### src/rtl/dm_lsu_ctrl.sv
// dm_lsu_ctrl - load/store controller between the core memory stage and a
// word-organised data memory (combinational read, write on posedge).
//
// State table
//   state   | meaning
//   --------+-----------------------------------------------------------
//   S_IDLE  | ready for a request; loads, SW and errors finish in 1 cycle
//   S_MERGE | writing back the read-modified word of an SB/SH
//
// Ports
//   clk_i, rst_n_i       clock, async active-low reset
//   req_i, we_i          request strobe, 1 = store
//   funct3_i             RISC-V access width (B/H/W/BU/HU)
//   addr_i, wd_i         byte address, right-aligned store data
//   ready_o              request accepted this cycle when high
//   valid_o, err_o       completion pulse, err_o qualifies a rejected access
//   rdata_o              last successful load result
//   mem_addr_o, mem_wd_o, mem_we_o, mem_rd_i   data memory port
module dm_lsu_ctrl #(
    parameter int AW = 6
) (
    input  logic        clk_i,
    input  logic        rst_n_i,
    input  logic        req_i,
    input  logic        we_i,
    input  logic [2:0]  funct3_i,
    input  logic [31:0] addr_i,
    input  logic [31:0] wd_i,
    output logic        ready_o,
    output logic        valid_o,
    output logic        err_o,
    output logic [31:0] rdata_o,
    output logic [31:0] mem_addr_o,
    output logic [31:0] mem_wd_o,
    output logic        mem_we_o,
    input  logic [31:0] mem_rd_i
);

    typedef enum logic {S_IDLE, S_MERGE} state_e;

    state_e         state_q, state_d;
    logic           valid_q, valid_d;
    logic           err_q, err_d;
    logic [31:0]    rdata_q, rdata_d;
    logic [31:0]    mword_q, mword_d;
    logic [15:0]    mwd_q, mwd_d;
    logic [AW-1:0]  midx_q, midx_d;
    logic [1:0]     mlane_q, mlane_d;
    logic           mhalf_q, mhalf_d;

    logic           is_half, is_word, legal, misal, acc_err;
    logic [7:0]     ld_byte;
    logic [15:0]    ld_half;
    logic [31:0]    ld_val;
    logic [31:0]    mmask, merged;

    // Access decode and error detection
    always_comb begin
        is_half = (funct3_i[1:0] == 2'b01);
        is_word = (funct3_i == 3'b010);
        if (we_i) legal = (funct3_i == 3'b000) || (funct3_i == 3'b001) || (funct3_i == 3'b010);
        else      legal = (funct3_i == 3'b000) || (funct3_i == 3'b001) || (funct3_i == 3'b010)
                       || (funct3_i == 3'b100) || (funct3_i == 3'b101);
        misal   = (is_half && addr_i[0]) || (is_word && (addr_i[1:0] != 2'b00));
        acc_err = !legal || misal;
    end

    // Load lane extraction and extension
    always_comb begin
        ld_byte = 8'(mem_rd_i >> {addr_i[1:0], 3'b000});
        ld_half = addr_i[1] ? mem_rd_i[31:16] : mem_rd_i[15:0];
        case (funct3_i)
            3'b000:  ld_val = {{24{ld_byte[7]}}, ld_byte};
            3'b100:  ld_val = {24'h0, ld_byte};
            3'b001:  ld_val = {{16{ld_half[15]}}, ld_half};
            3'b101:  ld_val = {16'h0, ld_half};
            default: ld_val = mem_rd_i;
        endcase
    end

    // Lane replacement for the write-back of a sub-word store
    always_comb begin
        if (mhalf_q) mmask = 32'h0000_FFFF << {mlane_q[1], 4'b0000};
        else         mmask = 32'h0000_00FF << {mlane_q, 3'b000};
        merged = (mword_q & ~mmask) | (({16'h0, mwd_q} << {mlane_q, 3'b000}) & mmask);
    end

    always_comb begin
        state_d    = state_q;
        valid_d    = 1'b0;
        err_d      = 1'b0;
        rdata_d    = rdata_q;
        mword_d    = mword_q;
        mwd_d      = mwd_q;
        midx_d     = midx_q;
        mlane_d    = mlane_q;
        mhalf_d    = mhalf_q;
        ready_o    = 1'b0;
        mem_addr_o = addr_i;
        mem_wd_o   = wd_i;
        mem_we_o   = 1'b0;
        case (state_q)
            S_IDLE: begin
                ready_o = 1'b1;
                if (req_i) begin
                    valid_d = 1'b1;
                    if (acc_err) begin
                        err_d = 1'b1;
                    end else if (!we_i) begin
                        rdata_d = ld_val;
                    end else if (is_word) begin
                        mem_we_o = 1'b1;
                    end else begin
                        // Sub-word store: snapshot the word now, write it back next cycle
                        valid_d = 1'b0;
                        mword_d = mem_rd_i;
                        mwd_d   = wd_i[15:0];
                        midx_d  = addr_i[AW+1:2];
                        mlane_d = addr_i[1:0];
                        mhalf_d = is_half;
                        state_d = S_MERGE;
                    end
                end
            end
            S_MERGE: begin
                mem_addr_o = {{(30-AW){1'b0}}, midx_q, 2'b00};
                mem_wd_o   = merged;
                mem_we_o   = 1'b1;
                valid_d    = 1'b1;
                state_d    = S_IDLE;
            end
            default: state_d = S_IDLE;
        endcase
    end

    always_ff @(posedge clk_i or negedge rst_n_i) begin
        if (!rst_n_i) begin
            state_q <= S_IDLE;
            valid_q <= 1'b0;
            err_q   <= 1'b0;
            rdata_q <= '0;
            mword_q <= '0;
            mwd_q   <= '0;
            midx_q  <= '0;
            mlane_q <= '0;
            mhalf_q <= 1'b0;
        end else begin
            state_q <= state_d;
            valid_q <= valid_d;
            err_q   <= err_d;
            rdata_q <= rdata_d;
            mword_q <= mword_d;
            mwd_q   <= mwd_d;
            midx_q  <= midx_d;
            mlane_q <= mlane_d;
            mhalf_q <= mhalf_d;
        end
    end

    assign valid_o = valid_q;
    assign err_o   = err_q;
    assign rdata_o = rdata_q;

endmodule
### config.mk
export PLATFORM = sky130hd
export DESIGN_NAME = dm_lsu_ctrl
export DESIGN_NICKNAME = d
export VERILOG_FILES = /design/src/rtl/dm_lsu_ctrl.sv
export SDC_FILE = /design/constraint.sdc
export NUM_CORES = 1
export LEC_CHECK = 0
export ABC_AREA = 1
export CORE_UTILIZATION = 40
export DETAILED_ROUTE_END_ITERATION = 7
export GPL_ROUTABILITY_DRIVEN = 0
export PLACE_DENSITY = 0.77
export SYNTH_ARGS = -nofsm -noshare
export SYNTH_HDL_FRONTEND = slang
export SYNTH_SLANG_ARGS = --single-unit
### constraint.sdc
create_clock -name clk_i -period 1.4 [get_ports clk_i]
set_input_delay 0.28 -clock clk_i [delete_from_list [all_inputs] [get_ports clk_i]]
set_output_delay 0.28 -clock clk_i [all_outputs]
set_load 0.01 [all_outputs]
==> results of run 1 <==
==> flip-flops by register name, summed over array words and instances, names as in the netlist <==
| name | flops |
|---|---|
| midx_q | 6 |
| state_q | 1 |
| valid_o | 1 |
| rdata_o | 32 |
| mwd_q | 16 |
| mlane_q | 2 |
| mhalf_q | 1 |
| err_o | 1 |
| mword_q | 32 |
==> cell usage after synthesis (3+ instances only) <==
cell      number  area share
o211ai_1      16       0.023
nand3_2        3      0.0056
o21ai_1       59       0.055
dfrtp_1       92        0.43
a21o_1         7      0.0099
clkbuf_1      17       0.012
o21ai_0       21       0.020
a32oi_1        8       0.013
buf_2         13       0.012
or2_2          8      0.0094
nand3_1       42       0.039
a31oi_1        8      0.0094
nand2_1      324        0.23
inv_1         92       0.065
buf_6          5       0.011
buf_1          7      0.0049
nor2_1        51       0.036
inv_2          6      0.0042
==> power groups by stage <==
stage / Sequential (mW) / Combinational (mW) / Clock (mW)
final: 3.88 / 4.60 / 3.08
after global routing: 3.91 / 4.84 / 3.17
after CTS: 3.69 / 3.66 / 3.01
after detailed placement: 3.68 / 3.26 / 0
after global placement: 3.69 / 3.19 / 0
after floorplan: 3.64 / 1.41 / 0
==> through the flow <==
step / area [sq um] / TNS, ns / hold WS [ns] / std cells / util
6_report: 10520 / -75.09 / 0.3999 / 1293 / 0.8199
5_1_grt: 10520 / -81.62 / 0.4355 / 1293 / 0.8199
4_1_cts: 9156 / -60.68 / 0.4121 / 1263 / 0.7140
3_5_place_dp: 8165 / -84.30 / 0.2316 / 1202 / 0.6367
3_3_place_gp: 8165 / -78.41 / 0.2347 / 1202 / 0.6367
2_1_floorplan: 5348 / -0.3810 / -0.01559 / 787 / -
==> cell usage in the layout (no fill, tap or decap), types with 12 or more instances in the layout <==
cell	n
buf_4	72
nand2_1	215
dlymetal6s2s_1	16
nand2_4	43
o211ai_1	16
nor2_4	14
clkdlybuf4s50_1	97
buf_6	55
dfrtp_1	89
dlygate4sd2_1	22
o21ai_1	30
clkbuf_16	21
nor2_1	26
nand2_2	62
buf_2	48
buf_12	22
nor2_2	12
o21ai_2	42
inv_1	87
nand3_1	42
==> layout make-up <==
cell class	instances	area [sq um]	share of cell area
Timing Repair inverter	1	6.256	0.0005950
Clock buffer	9	225.2	0.02142
Tap cell	172	215.2	0.02047
Sequential cell	92	2306	0.2193
Inverter	98	390.4	0.03713
Multi-Input combinational cell	554	3376	0.3210
Timing Repair Buffer	361	3860	0.3671
Clock inverter	6	136.4	0.01297
==> metal layers <==
metal,vias to the layer above,share of wire,track usage
li1,3128,-,-
met1,3382,0.37,0.3775
met2,573,0.48,0.4993
met3,122,0.10,0.06712
met4,0,0.048,0.1128
met5,-,0,0
==> critical path, stage by stage (launching register included) <==
cell,delay (ns)
dfrtp_2,0.45
buf_6,0.16
inv_4,0.05
o21ai_0,0.32
nand2_1,0.11
o211ai_1,0.17
nand2_1,0.09
buf_2,0.14
==> logic make-up after synthesis <==
logic type / share of synthesized area
flops: 0.4321
simple gates: 0.3250
compound gates: 0.1327
buf+inv: 0.1101
==> what timing repair did <==
item                                   in CTS  in global routing
cloned                                     11                 15
endpoints found under the hold margin      23                  0
setup endpoints to repair                 190                172
hold buffers                                1                  0
buffers inserted                           35                 20
pin swaps                                  48                 66
gates resized for setup                   401                260
==> worst paths after layout <==
| check | from | end | slack (ns) | cells after the start |
|---|---|---|---|---|
| hold / removal | rst_n_i | mwd_q[10]$_DFFE_PN0P_ | 0.40 | 2 |
| hold reg to reg | rdata_o[22]$_DFFE_PN0P_ | rdata_o[22]$_DFFE_PN0P_ | 0.47 | 2 |
| setup reg to reg | state_q$_DFF_PN0_ | mword_q[7]$_DFFE_PN0P_ | -0.55 | 10 |
| setup / recovery | mlane_q[0]$_DFFE_PN0P_ | mem_wd_o[24] | -0.71 | 7 |
| max in group asynchronous | rst_n_i | mlane_q[1]$_DFFE_PN0P_ | 0.48 | 3 |
| min in group clk_i | rdata_o[22]$_DFFE_PN0P_ | rdata_o[22]$_DFFE_PN0P_ | 0.47 | 2 |
==> impl_metrics.py, run 1 <==
metrics = {
    "pwr": {
        "finalPower_mw": 11.56,
        "p_leak_nw": 5.699,
        "switchingPower_mw": 4.125,
        "p_int_mw": 7.436,
        "seqPwrFrac": 0.335,
        "vdd_drop_max_mv": 0.6770,
        "power.density_mw_per_mm2": 1099,
        "swShare": 0.3568,
        "combPwrFrac": 0.398,
        "clkPwrFrac": 0.267,
    },
    "sta": {
        "fin_ws_ns": -0.7110,
        "hold_viol": 0,
        "rsz0062_at_grt": "true",
        "finalCriticalPeriod_ns": 2.111,
        "setup_viol": 156,
        "fmax_mhz": 473.7,
        "fin_skew_ns": 0.006747,
        "slew_headroom": 0.6889,
        "tightest_slew_ns": 0.4636,
        "post-route-period-util": 1.508,
        "drv_slew": 0,
    },
    "grt": {
        "antenna_found_initial": 0,
        "overflow": 0,
        "grt_pass1_vias": 6410,
        "grt_usage": 0.2996,
        "grt_max_degree": 44,
        "grt_pass1_wl_mm": 32.72,
    },
    "synthesis": {
        "synth_edf_count": 0,
        "synth_warnings": 0,
        "synth_cell_types": 26,
        "synth_ff_type": "dfrtp_1",
        "synth-seq-area-share": 0.4321,
        "async_flop_share": 1.000,
        "syn_nets": 890,
        "synth_cells": 787,
        "ys_seq_elements": 92,
        "synth_area_sq_mm": 0.005328,
        "avgSynthCellArea_sq_um": 6.770,
    },
    "critical_path": {
        "cp-start-kind": "register",
        "path_class": "register to output pin",
        "critPathCaptureType": "output pin",
        "crit_required_ns": 1.12,
        "path_max_fanout": 7,
        "arrival_ns": 1.83,
    },
    "clock_network": {
        "htreeDepth": 3,
        "cts_made_buffers": 9,
        "clk_path_buf_depth": 2,
        "cts.sinks": 92,
        "cts_root_buffer": "clkbuf_16",
        "clk_latency_ns": 0.36,
        "cts_tree": "yes",
        "clk_pin_slew_worst_paths_ns": 0.07,
    },
    "final_layout": {
        "final_nets": 1220,
        "drive_above_1_share": 0.4050,
        "syn_to_final_growth_pct": 97.37,
        "n_antenna_cell": 0,
        "fill_cells": 670,
    },
    "floorplan": {
        "die_area_sq_mm": 0.01379,
        "die_w_um": 117.4,
        "coreArea_sq_mm": 0.01282,
        "start_util": 0.4154,
        "fp.dieH_um": 117.4,
        "io_pins": 203,
        "num_rows": 41,
    },
    "drt": {
        "routedWlPerCell_um": 20.92,
        "first_pass_iters": 6,
        "vias": 7205,
        "vias_per_cell": 5.572,
        "ant_nets": 0,
        "drt-total-wl_mm": 27.06,
        "drt_iter0_markers": 789,
        "drc": 0,
    },
    "hold_path": {
        "min_path_type": "input port to async pin",
    },
    "outcome": {
        "violations": "negative setup slack",
        "status": "finished with violations",
    },
    "flow_run": {
        "maxCapViolations": 0,
    },
    "place": {
        "dpl_worst_slack_ns": -0.7540,
        "numPortBuffers": 202,
        "dp_hpwl_mm": 13.00,
    },
}
Note: power is estimated with default switching activity, not from simulation.
==> inputs of run 2 (changes only) <==
--- a/config.mk
+++ b/config.mk
@@ -6,10 +6,10 @@
 export NUM_CORES = 1
 export LEC_CHECK = 0
 export ABC_AREA = 1
-export CORE_UTILIZATION = 40
+export CORE_UTILIZATION = 45
 export DETAILED_ROUTE_END_ITERATION = 7
 export GPL_ROUTABILITY_DRIVEN = 0
-export PLACE_DENSITY = 0.77
+export PLACE_DENSITY = 0.82
 export SYNTH_ARGS = -nofsm -noshare
 export SYNTH_HDL_FRONTEND = slang
 export SYNTH_SLANG_ARGS = --single-unit
==> constraint.sdc (replaced) <==
create_clock -name clk_i -period 2 [get_ports clk_i]
set_input_delay 0.4 -clock clk_i [delete_from_list [all_inputs] [get_ports clk_i]]
set_output_delay 0.4 -clock clk_i [all_outputs]
set_load 0.01 [all_outputs]
==> impl_metrics.py, run 2 (synthesis gave the netlist of run 1 again) <==
metrics = {
    "outcome": {
        "status": "finished with violations",
        "violations": "negative setup slack",
    },
    "sta": {
        "setup_viol": 32,
        "slew_headroom": 0.6640,
        "hold_slack_ns": 0.02665,
        "hold_viol": 0,
        "fin_ws_ns": -0.2352,
        "fmax_mhz": 447.4,
        "drv_slew": 0,
        "rsz0062_at_grt": "true",
        "post-route-period-util": 1.118,
        "finalCriticalPeriod_ns": 2.235,
        "fin_skew_ns": 0.006736,
        "tightest_slew_ns": 0.5040,
    },
    "drt": {
        "routedWlPerCell_um": 15.16,
        "drc": 0,
        "vias_per_cell": 5.134,
        "drt-total-wl_mm": 17.71,
        "vias": 5997,
        "first_pass_iters": 6,
        "drt_iter0_markers": 354,
        "ant_nets": 0,
    },
    "critical_path": {
        "worstSetupEndpoint": "mem_wd_o[22]",
        "crit_chain": "buf_4, buf_6, nand2_8, nand2_8, buf_6, a32oi_2, o21ai_1, buf_2",
        "arrival_ns": 1.84,
        "path_class": "register to output pin",
        "worst-path-buf-inv": 4,
        "critPathCaptureType": "output pin",
        "path_max_fanout": 8,
        "worst-path-stages": 8,
        "r2r_start": "state_q$_DFF_PN0_",
        "cp-start-kind": "register",
        "crit_required_ns": 1.60,
        "critPathLaunch": "mlane_q[0]$_DFFE_PN0P_",
        "r2r_slack_ns": 0.39,
        "crit_slowest_cell": "dfrtp_2",
        "slowest_delay_ns": 0.47,
        "reg2reg_depth": 7,
        "crit_family": "buffers and inverters",
        "r2r_end": "rdata_o[2]$_DFFE_PN0P_",
    },
    "final_layout": {
        "final-instance-count-excl-fill": 1168,
        "final_common_cell": "nand2_1",
        "syn_to_final_growth_pct": 56.43,
        "final_nets": 1124,
        "mostFrequentLayoutCells": "nand2_1 (316), clkdlybuf4s50_1 (131), inv_1 (90), dfrtp_1 (89), o21ai_1 (67)",
        "n_antenna_cell": 0,
        "fill_cells": 931,
        "drive_above_1_share": 0.1668,
    },
    "pwr": {
        "p_int_mw": 4.522,
        "swShare": 0.3329,
        "power.density_mw_per_mm2": 813.3,
        "combPwrFrac": 0.361,
        "p_leak_nw": 4.429,
        "vdd_drop_max_mv": 0.5795,
        "switchingPower_mw": 2.256,
        "seqPwrFrac": 0.386,
        "clkPwrFrac": 0.253,
    },
    "floorplan": {
        "die_w_um": 110.8,
        "die_area_sq_mm": 0.01228,
        "start_util": 0.4646,
        "coreArea_sq_mm": 0.01147,
        "num_rows": 39,
        "io_pins": 203,
        "fp.dieH_um": 110.8,
    },
    "clock_network": {
        "htreeDepth": 3,
        "cts_made_buffers": 9,
        "clk_pin_slew_worst_paths_ns": 0.07,
        "cts.sinks": 92,
        "cts_tree": "yes",
        "clk_path_buf_depth": 2,
        "cts_root_buffer": "clkbuf_16",
        "clk_latency_ns": 0.34,
    },
    "place": {
        "dp_hpwl_mm": 12.39,
        "numPortBuffers": 202,
        "placed_cells": 1140,
    },
    "hold_path": {
        "min_path_type": "input port to async pin",
    },
    "grt": {
        "grt_usage": 0.2921,
        "overflow": 0,
        "grt_pass1_vias": 5805,
        "grt_pass1_wl_mm": 28.72,
        "antenna_found_initial": 0,
        "grt_max_degree": 55,
    },
    "flow_run": {
        "maxCapViolations": 0,
    },
}
run 2: changes by cell type in the layout (fill, tap and decap cells not counted), sizes merged, moves of 2 or more:
cell,previous run,this run
bufinv,4,1
clkdlybuf4s15,0,7
clkbuf,21,19
buf,212,91
dlymetal6s2s,16,2
dlygate4sd2,22,27
clkdlybuf4s50,97,131
run 2: repair_timing:
action | in CTS | in global routing
buffers inserted | 11 | 4
hold buffers | 0 | 0
pin swaps | 28 | 32
cloned | 2 | 0
resized for setup | 226 | 47
hold endpoints to repair | 0 | 0
setup endpoints to repair | 66 | 46
run 2: worst min-delay path by stage:
stage            start               endpoint  slack, ns  cells after the start
2_1_floorplan  rst_n_i        err_o$_DFF_PN0_       0.10                      0
3_3_place_gp   rst_n_i  mwd_q[12]$_DFFE_PN0P_       0.39                      1
3_5_place_dp   rst_n_i  mwd_q[10]$_DFFE_PN0P_       0.39                      1
4_1_cts        rst_n_i  mwd_q[10]$_DFFE_PN0P_       0.03                      1
5_1_grt        rst_n_i  mwd_q[10]$_DFFE_PN0P_       0.05                      1
6_report       rst_n_i  mwd_q[12]$_DFFE_PN0P_       0.03                      1
run 2: cell type report:
class,instances,area [sq um],area share
Clock inverter,3,46.29,0.005555
Timing Repair Buffer,266,2500,0.3000
Clock buffer,12,246.5,0.02958
Tap cell,143,178.9,0.02147
Inverter,98,377.9,0.04534
Sequential cell,92,2306,0.2767
Multi-Input combinational cell,554,2679,0.3214
run 2: power by group through the flow:
stage | clock, mW | sequential (mW) | combinational, mW
finish | 1.72 | 2.62 | 2.45
global route | 1.81 | 2.66 | 2.67
CTS | 1.73 | 2.59 | 2.33
detailed placement | 0 | 2.58 | 2.12
global placement | 0 | 2.58 | 2.07
floorplan | 0 | 2.55 | 0.967
run 2: per-layer routing:
metal,up-vias,part of all wire,track usage
li1,2926,-,-
met1,2758,0.42,0.3813
met2,277,0.47,0.4745
met3,36,0.082,0.06998
met4,0,0.022,0.1022
met5,-,0,0
run 2: metrics by stage:
step	cell area [sq um]	setup TNS (ns)	total power, mW	util	worst slack (ns)
2_1_floorplan	5328	0	3.515	-	0.3900
3_3_place_gp	7811	-10.19	4.650	0.6812	-0.3760
3_5_place_dp	7811	-12.50	4.691	0.6812	-0.4019
4_1_cts	8262	-1.907	6.644	0.7205	-0.1538
5_1_grt	8334	-5.730	7.138	0.7268	-0.2655
6_report	8334	-3.373	6.778	0.7268	-0.2352
==> inputs of run 3 (changes only) <==
--- a/config.mk
+++ b/config.mk
@@ -10,6 +10,7 @@
 export DETAILED_ROUTE_END_ITERATION = 7
 export GPL_ROUTABILITY_DRIVEN = 0
 export PLACE_DENSITY = 0.82
+export SLEW_MARGIN = 20
 export SYNTH_ARGS = -nofsm -noshare
 export SYNTH_HDL_FRONTEND = slang
 export SYNTH_SLANG_ARGS = --single-unit
==> results of run 3 <==
No change in the layout: final DEF, timing and power equal those of run 2.
